==> src/rtl/alu_pkg.sv <==
// rtl/alu_pkg.sv - shared ALU function selects, flag indices and sequencer states
package alu_pkg;

  localparam logic [4:0] ALU_PASSA16 = 5'b10000;
  localparam logic [4:0] ALU_ADD16   = 5'b10100;
  localparam logic [4:0] ALU_LSL16   = 5'b11011;

  // Flag vector is {Z,C,N,O}
  localparam int FLAG_Z = 3;
  localparam int FLAG_C = 2;
  localparam int FLAG_N = 1;
  localparam int FLAG_O = 0;

  typedef enum logic [1:0] {
    S_IDLE  = 2'd0,
    S_ADD   = 2'd1,
    S_SHIFT = 2'd2,
    S_DONE  = 2'd3
  } seq_state_t;

endpackage

==> src/rtl/alu_mul_sequencer.sv <==
// rtl/alu_mul_sequencer.sv - shift-add multiplier driving the 16-bit ALU
// Alternates an ADD (P += Q[0] ? M : 0) with an LSL of M until all multiplier bits are used.
module alu_mul_sequencer
  import alu_pkg::*;
#(
  parameter int OPW        = 8,
  parameter bit EARLY_EXIT = 1'b0
) (
  input  logic            Clock,
  input  logic            Reset,
  input  logic            Start,
  input  logic [OPW-1:0]  OpA,
  input  logic [OPW-1:0]  OpB,
  output logic            Busy,
  output logic            Done,
  output logic [15:0]     Product,
  output logic [15:0]     AluA,
  output logic [15:0]     AluB,
  output logic [4:0]      AluFunSel,
  output logic            AluWF,
  input  logic [15:0]     AluOut,
  input  logic [3:0]      AluFlags
);

  seq_state_t     state;
  logic [15:0]    p;
  logic [15:0]    m;
  logic [OPW-1:0] q;
  logic [3:0]     count;
  logic           last_iter;
  logic [3:0]     flags_unused;

  // Flags are only observed by the datapath owner, never used for sequencing.
  assign flags_unused = AluFlags;

  assign last_iter = (count + 4'd1 == 4'(OPW)) ||
                     (EARLY_EXIT && ((q >> 1) == '0));

  always_ff @(posedge Clock) begin
    if (Reset) begin
      state   <= S_IDLE;
      Busy    <= 1'b0;
      Done    <= 1'b0;
      Product <= 16'd0;
      p       <= 16'd0;
      m       <= 16'd0;
      q       <= '0;
      count   <= 4'd0;
    end else begin
      case (state)
        S_IDLE: begin
          Done <= 1'b0;
          if (Start) begin
            p     <= 16'd0;
            m     <= {{(16-OPW){1'b0}}, OpA};
            q     <= OpB;
            count <= 4'd0;
            Busy  <= 1'b1;
            state <= S_ADD;
          end
        end
        S_ADD: begin
          p     <= AluOut;
          state <= S_SHIFT;
        end
        S_SHIFT: begin
          m     <= AluOut;
          q     <= q >> 1;
          count <= count + 4'd1;
          if (last_iter) begin
            Busy    <= 1'b0;
            Done    <= 1'b1;
            Product <= p;
            state   <= S_DONE;
          end else begin
            state <= S_ADD;
          end
        end
        S_DONE: begin
          Done  <= 1'b0;
          state <= S_IDLE;
        end
        default: state <= S_IDLE;
      endcase
    end
  end

  always_comb begin
    AluFunSel = ALU_PASSA16;
    AluA      = 16'd0;
    AluB      = 16'd0;
    AluWF     = 1'b0;
    case (state)
      S_ADD: begin
        AluFunSel = ALU_ADD16;
        AluA      = p;
        AluB      = q[0] ? m : 16'd0;
        AluWF     = 1'b1;
      end
      S_SHIFT: begin
        AluFunSel = ALU_LSL16;
        AluA      = m;
      end
      default: ;
    endcase
  end

endmodule

==> config.mk <==
export PLATFORM = sky130hd
export DESIGN_NAME = alu_mul_sequencer
export DESIGN_NICKNAME = d
export VERILOG_FILES = /design/src/rtl/alu_pkg.sv /design/src/rtl/alu_mul_sequencer.sv
export SDC_FILE = /design/constraint.sdc
export NUM_CORES = 1
export LEC_CHECK = 0
export ABC_CLOCK_PERIOD_IN_PS = 2250
export CELL_PAD_IN_SITES_DETAIL_PLACEMENT = 1
export CELL_PAD_IN_SITES_GLOBAL_PLACEMENT = 2
export CORE_MARGIN = 2
export CORE_UTILIZATION = 27
export CTS_CLUSTER_DIAMETER = 30
export DETAILED_ROUTE_END_ITERATION = 8
export PLACE_DENSITY_LB_ADDON = 0.1
export SYNTH_ARGS = -nofsm -noshare
export SYNTH_HDL_FRONTEND = slang
export SYNTH_SLANG_ARGS = --single-unit
==> constraint.sdc <==
create_clock -name Clock -period 2.25 [get_ports Clock]
set_input_delay 0.45 -clock Clock [delete_from_list [all_inputs] [get_ports Clock]]
set_output_delay 0.45 -clock Clock [all_outputs]
set_load 0.02 [all_outputs]
After elaboration in Yosys (flattened, before gate mapping)

Cells that the tools add are included.

Register bits: 64
Input bits: 39
Output and inout port bits: 56
Word-level logic and storage cells: 46

Add/sub/neg operators: 1
Eq/ne operators: 6
Muxes and demuxes: 21
Reduce and logical (&&, ||, !) cells: 10

Operators with widths:

| cell                | count |
|---|---|
| $pmux 16 s2         | 3 |
| $mux 16             | 4 |
| $pmux 4 s2          | 2 |
| $pmux 8 s2          | 1 |
| $mux 8              | 1 |
| $pmux 2 s4          | 1 |
| $reduce_and 2->1    | 4 |
| $reduce_bool 2->1   | 3 |
| $add 4x1->4 const B | 1 |
| $eq 2x2->1 const B  | 2 |
| $eq 4x4->1 const B  | 1 |
| $mux 1              | 4 |
| $mux 2              | 2 |
| $mux 4              | 1 |
| $ne 2x2->1 const B  | 2 |
| $pmux 1 s2          | 2 |
| $reduce_and 3->1    | 1 |
| $eq 2x1->1 const B  | 1 |
| $logic_not 2->1     | 1 |
| $reduce_or 2->1     | 1 |

Logic depth before layout (Yosys ltp)

Depth after elaboration: 4
Gate-level depth with buffers: 9
Mapped depth without buffers: 6

Worst setup path before layout

No wires, ideal clock.

Kind: reg-to-output
Start: register state[0]
End: output port AluA[0]
Arrival: 1.772 ns
Data required time: 1.800 ns
Slack: 0.028 ns
Cell stages (with the launch flop): 7
Buffers on the path: 2
Cell sequence: dfxtp_1 > inv_1 > ha_1 > buf_2 > buf_1 > a22oi_1 > nor2b_1

Cells in the longest elaborated chain, start to end: 2
Elaborated cells on any way between the ends: 3
Classes of those cells: 2 x eq/ne; 1 x mux

RTL lines:

| element                                         | RTL line                | text |
|---|---|---|
| from (decl)                                     | alu_mul_sequencer.sv:25 | `seq_state_t state;` |
| from (signal assigned)                          | alu_mul_sequencer.sv:41 | `state <= S_IDLE;` |
| from (signal assigned)                          | alu_mul_sequencer.sv:59 | `state <= S_ADD;` |
| from (signal assigned)                          | alu_mul_sequencer.sv:64 | `state <= S_SHIFT;` |
| $eq 2x2->1 / $eq 2x1->1 (equally long branches) | alu_mul_sequencer.sv:93 | `case (state)` |
| $pmux 16 s2 *                                   | alu_mul_sequencer.sv:93 |  |
| to (decl)                                       | alu_mul_sequencer.sv:17 | `output logic [15:0] AluA,` |

Mark *: on every way between the ends. The rest lies on a longest branch, timed or not.

Final worst setup path

Start: register state[1]
End: output port AluWF

Cells in the longest elaborated chain, start to end: 2

RTL lines:

| element    | RTL line                | text |
|---|---|---|
| $eq 2x1->1 | alu_mul_sequencer.sv:93 |  |
| $mux 1     | alu_mul_sequencer.sv:93 |  |
| to (decl)  | alu_mul_sequencer.sv:20 | `output logic AluWF,` |

No other way between the ends.

==> summary.md <==
| Metric | Value |
|---|---|
| Status | complete, no violations |
| Post-route ant nets | 0 |
| Initial core utilization | 27.6% |
| Vias per cell | 4.88 |
| GPL Wtd Cong | 0.732 |
| Mapped Nets | 395 |
| Dpl hpwl | 6.86 mm |
| Post-synth top cells | dfxtp_1, nor2_1, a22oi_1, nand2b_1, mux2i_1 |
| Sequential area share after synthesis | 40.9% |
| Power density over the cells | 953 mW/mm2 |
| Via count | 2865 |
| Final #Nets | 485 |
| Post-synth top flop | dfxtp_1 |
| Asr flop ratio synth | 0% |
| Flip-flop and latch area | 0.00129 mm2 |
| Lkg Pwr | 1.83 nW |
| Bufs on Longest Clock Path | 2 |
| Final setup viols | 0 |
| Hold depth | 2 |
| Max Cap Viol | 0 |
| Grt total ovfl | 0 |
| CP Class | reg -> out |
| Post-Syn Instances | 349 |
| R2R setup slack | 290 ps |
| Crit path DAT | 1740 ps |
| Port Buffers | 89 |
| Final min period | 2190 ps |
| Hold path startpoint | Reset |
| Clk Latency, worst-skew pair | 340 ps |
| Initial antenna violation count | 0 |
| Fill count | 1324 |
| Worst r2r dst | Product[4] |
| First-pass GRT wire length | 16.1 mm |
| Area contributors post-synth | dfxtp_1, mux2i_1, a22oi_1, nand2b_1, nor2_1 |
| CP startpoint kind | register |
| Reg2Reg Depth | 8 |
| RR Startpoint | state[0] |
| Area Growth Syn to Fin | 48.5% |
| H-tree Lvls | 3 |
| Io pins | 95 |
| Yosys cell types | 34 |
| Multi-input logic area | 0.00173 mm2 |
| Final hold vios | 0 |
| VDD IR max | 0.341 mV |
| RSZ-0062 raised after global routing | false |
| Antenna diodes | 0 |
| Fin Setup TNS | 0 ps |
| Post-synth EDFFs | 0 |
| CTS buffer count | 9 |
| Pins Over Slew Limit | 0 |
| Max Freq | 0.457 GHz |
| Final period util | 97.3% |
| CP endpoint kind | primary output |
| Seq cells post-synth | 64 |
| Finished Core Util | 41.0% |
| Routed WL | 10.0 mm |
| Drt pass-1 iters | 4 |
| Hold endpoint | count[1] |
| Die Wd | 112 um |
| Clk sinks | 64 |
| Netlist Area Pre-Place | 0.00314 mm2 |
| Clock Skews | 3.15 ps |
| Share of layout cells above drive strength 1 | 14.4% |
| Root Driver | clkbuf_16 |
| CP max FO | 18 |
| Via count of the first global-routing pass | 2974 |
| CTS tree | yes |
| Reg clk slew, reported paths | 60 ps |
| DRC viols | 0 |
| Die height | 112 um |
| Yosys warning total | 0 |
| Required time worst endpoint | 1800 ps |
| Row count | 39 |
| Full die area | 0.0125 mm2 |
| Cell taking the most area after synthesis | dfxtp_1 |
| Worst min path class | in -> reg |
| Iter 0 DRT Violations | 73 |
| Gr usage total | 16.5% |
| Area fraction of the dominant cell type after synthesis | 40.9% |
| Pin count of the biggest net entering global routing | 55 |
| Wire per inst | 17.1 um |
| Most frequent cell after synthesis | dfxtp_1 |
| Post-synthesis average cell area | 8.98 um2 |
| Core ar. | 0.0114 mm2 |
## worst max path at each step
| stage | from | endpoint | slack [ps] | cells after the start |
|---|---|---|---|---|
| 5_1_grt | state[1] | AluWF | 2 | 4 |
| 6_report | state[1] | AluWF | 60 | 4 |
| 4_1_cts | state[1] | AluA[4] | 0.3 | 6 |
| 3_3_place_gp | state[1] | AluA[13] | 30 | 5 |
| 2_1_floorplan | state[0] | AluA[0] | 30 | 6 |
| 3_5_place_dp | state[1] | AluA[12] | 20 | 5 |
## cell usage in the layout, fill, tap and decap left out, types with 2 or more instances in the layout
| master | n |
|---|---|
| inv_2 | 2 |
| nand2_1 | 7 |
| buf_12 | 8 |
| nand2b_1 | 35 |
| and2_1 | 3 |
| nand3_1 | 4 |
| clkinvlp_4 | 2 |
| ha_4 | 3 |
| clkbuf_16 | 9 |
| ha_1 | 4 |
| o21a_1 | 2 |
| buf_2 | 10 |
| buf_4 | 13 |
| mux2i_1 | 33 |
| a22oi_1 | 40 |
| dlymetal6s2s_1 | 3 |
| clkbuf_2 | 6 |
| and3_1 | 17 |
| a21oi_1 | 6 |
| nor2_1 | 46 |
| o21ai_0 | 2 |
| dlygate4sd2_1 | 17 |
| bufinv_16 | 4 |
| dfxtp_1 | 62 |
| nor2b_1 | 18 |
| nand3b_1 | 2 |
| clkdlybuf4s50_1 | 52 |
| a211oi_1 | 16 |
## final cells by class
| class | instances | share of cell area, % |
|---|---|---|
| Clock buffer | 9 | 4.84 |
| Clock inverter | 7 | 3.09 |
| Inverter | 2 | 0.161 |
| Multi-Input combinational cell | 251 | 37.1 |
| Sequential cell | 64 | 27.6 |
| Tap cell | 143 | 3.84 |
| Timing Repair Buffer | 111 | 23.3 |
## sequential cells by signal, indices dropped and copies added, names as in the netlist
| signal | cells |
|---|---|
| count | 4 |
| q | 8 |
| Done | 1 |
| Product | 16 |
| state | 2 |
| p | 16 |
| m | 16 |
| Busy | 1 |
## worst max-delay path: stages, from the launching register on
cell,delay [ps]
dfxtp_4,360
inv_2,100
ha_4,170
buf_12,160
clkdlybuf4s50_1,610
## report_power, final
part	switching, W	leakage, nW	total, W	internal [W]
Clock	0.000542	0.172	0.00174	0.00120
Sequential	0.000105	0.523	0.00138	0.00128
Combinational	0.000708	1.14	0.00132	0.000610
## cell families after synthesis
logic type / after synthesis / synth area share (%)
muxes: 33 / 10.5
and+or+nand+nor: 136 / 22.9
adders and majority gates: 7 / 2.79
other: 1 / 0.120
buffers and inverters: 34 / 5.51
DFF: 64 / 40.9
AOI/OAI and AO/OA: 74 / 17.2
## metal layers
metal  vias up  track usage (%)  routed length, um
met4         0             6.17                134
li1       1408                -                  -
met2        63             27.5               4650
met5         -                0                  0
met3        11             4.14                465
met1      1383             20.7               4790
## stage by stage
| stage | hold WS (ps) | setup slack (ps) | area [um2] | power, W | cells |
|---|---|---|---|---|---|
| 2_1_floorplan | 432 | 27.7 | 3140 | 0.00209 | 349 |
| 4_1_cts | 403 | 0.282 | 4730 | 0.00450 | 587 |
| 3_5_place_dp | 454 | 19.1 | 4300 | 0.00267 | 570 |
| 5_1_grt | 420 | 1.64 | 4660 | 0.00468 | 587 |
| 3_3_place_gp | 454 | 31.2 | 4300 | 0.00264 | 570 |
| 6_report | 408 | 60.7 | 4660 | 0.00444 | 587 |
## repair_timing
item,CTS,global route
hold buffers,0,0
gates cloned,1,0
endpoints found under the hold margin,0,0
resized for setup,65,22
setup buffers,0,0
setup endpoints to repair,36,20
Note: power is estimated with default switching activity, not from simulation.
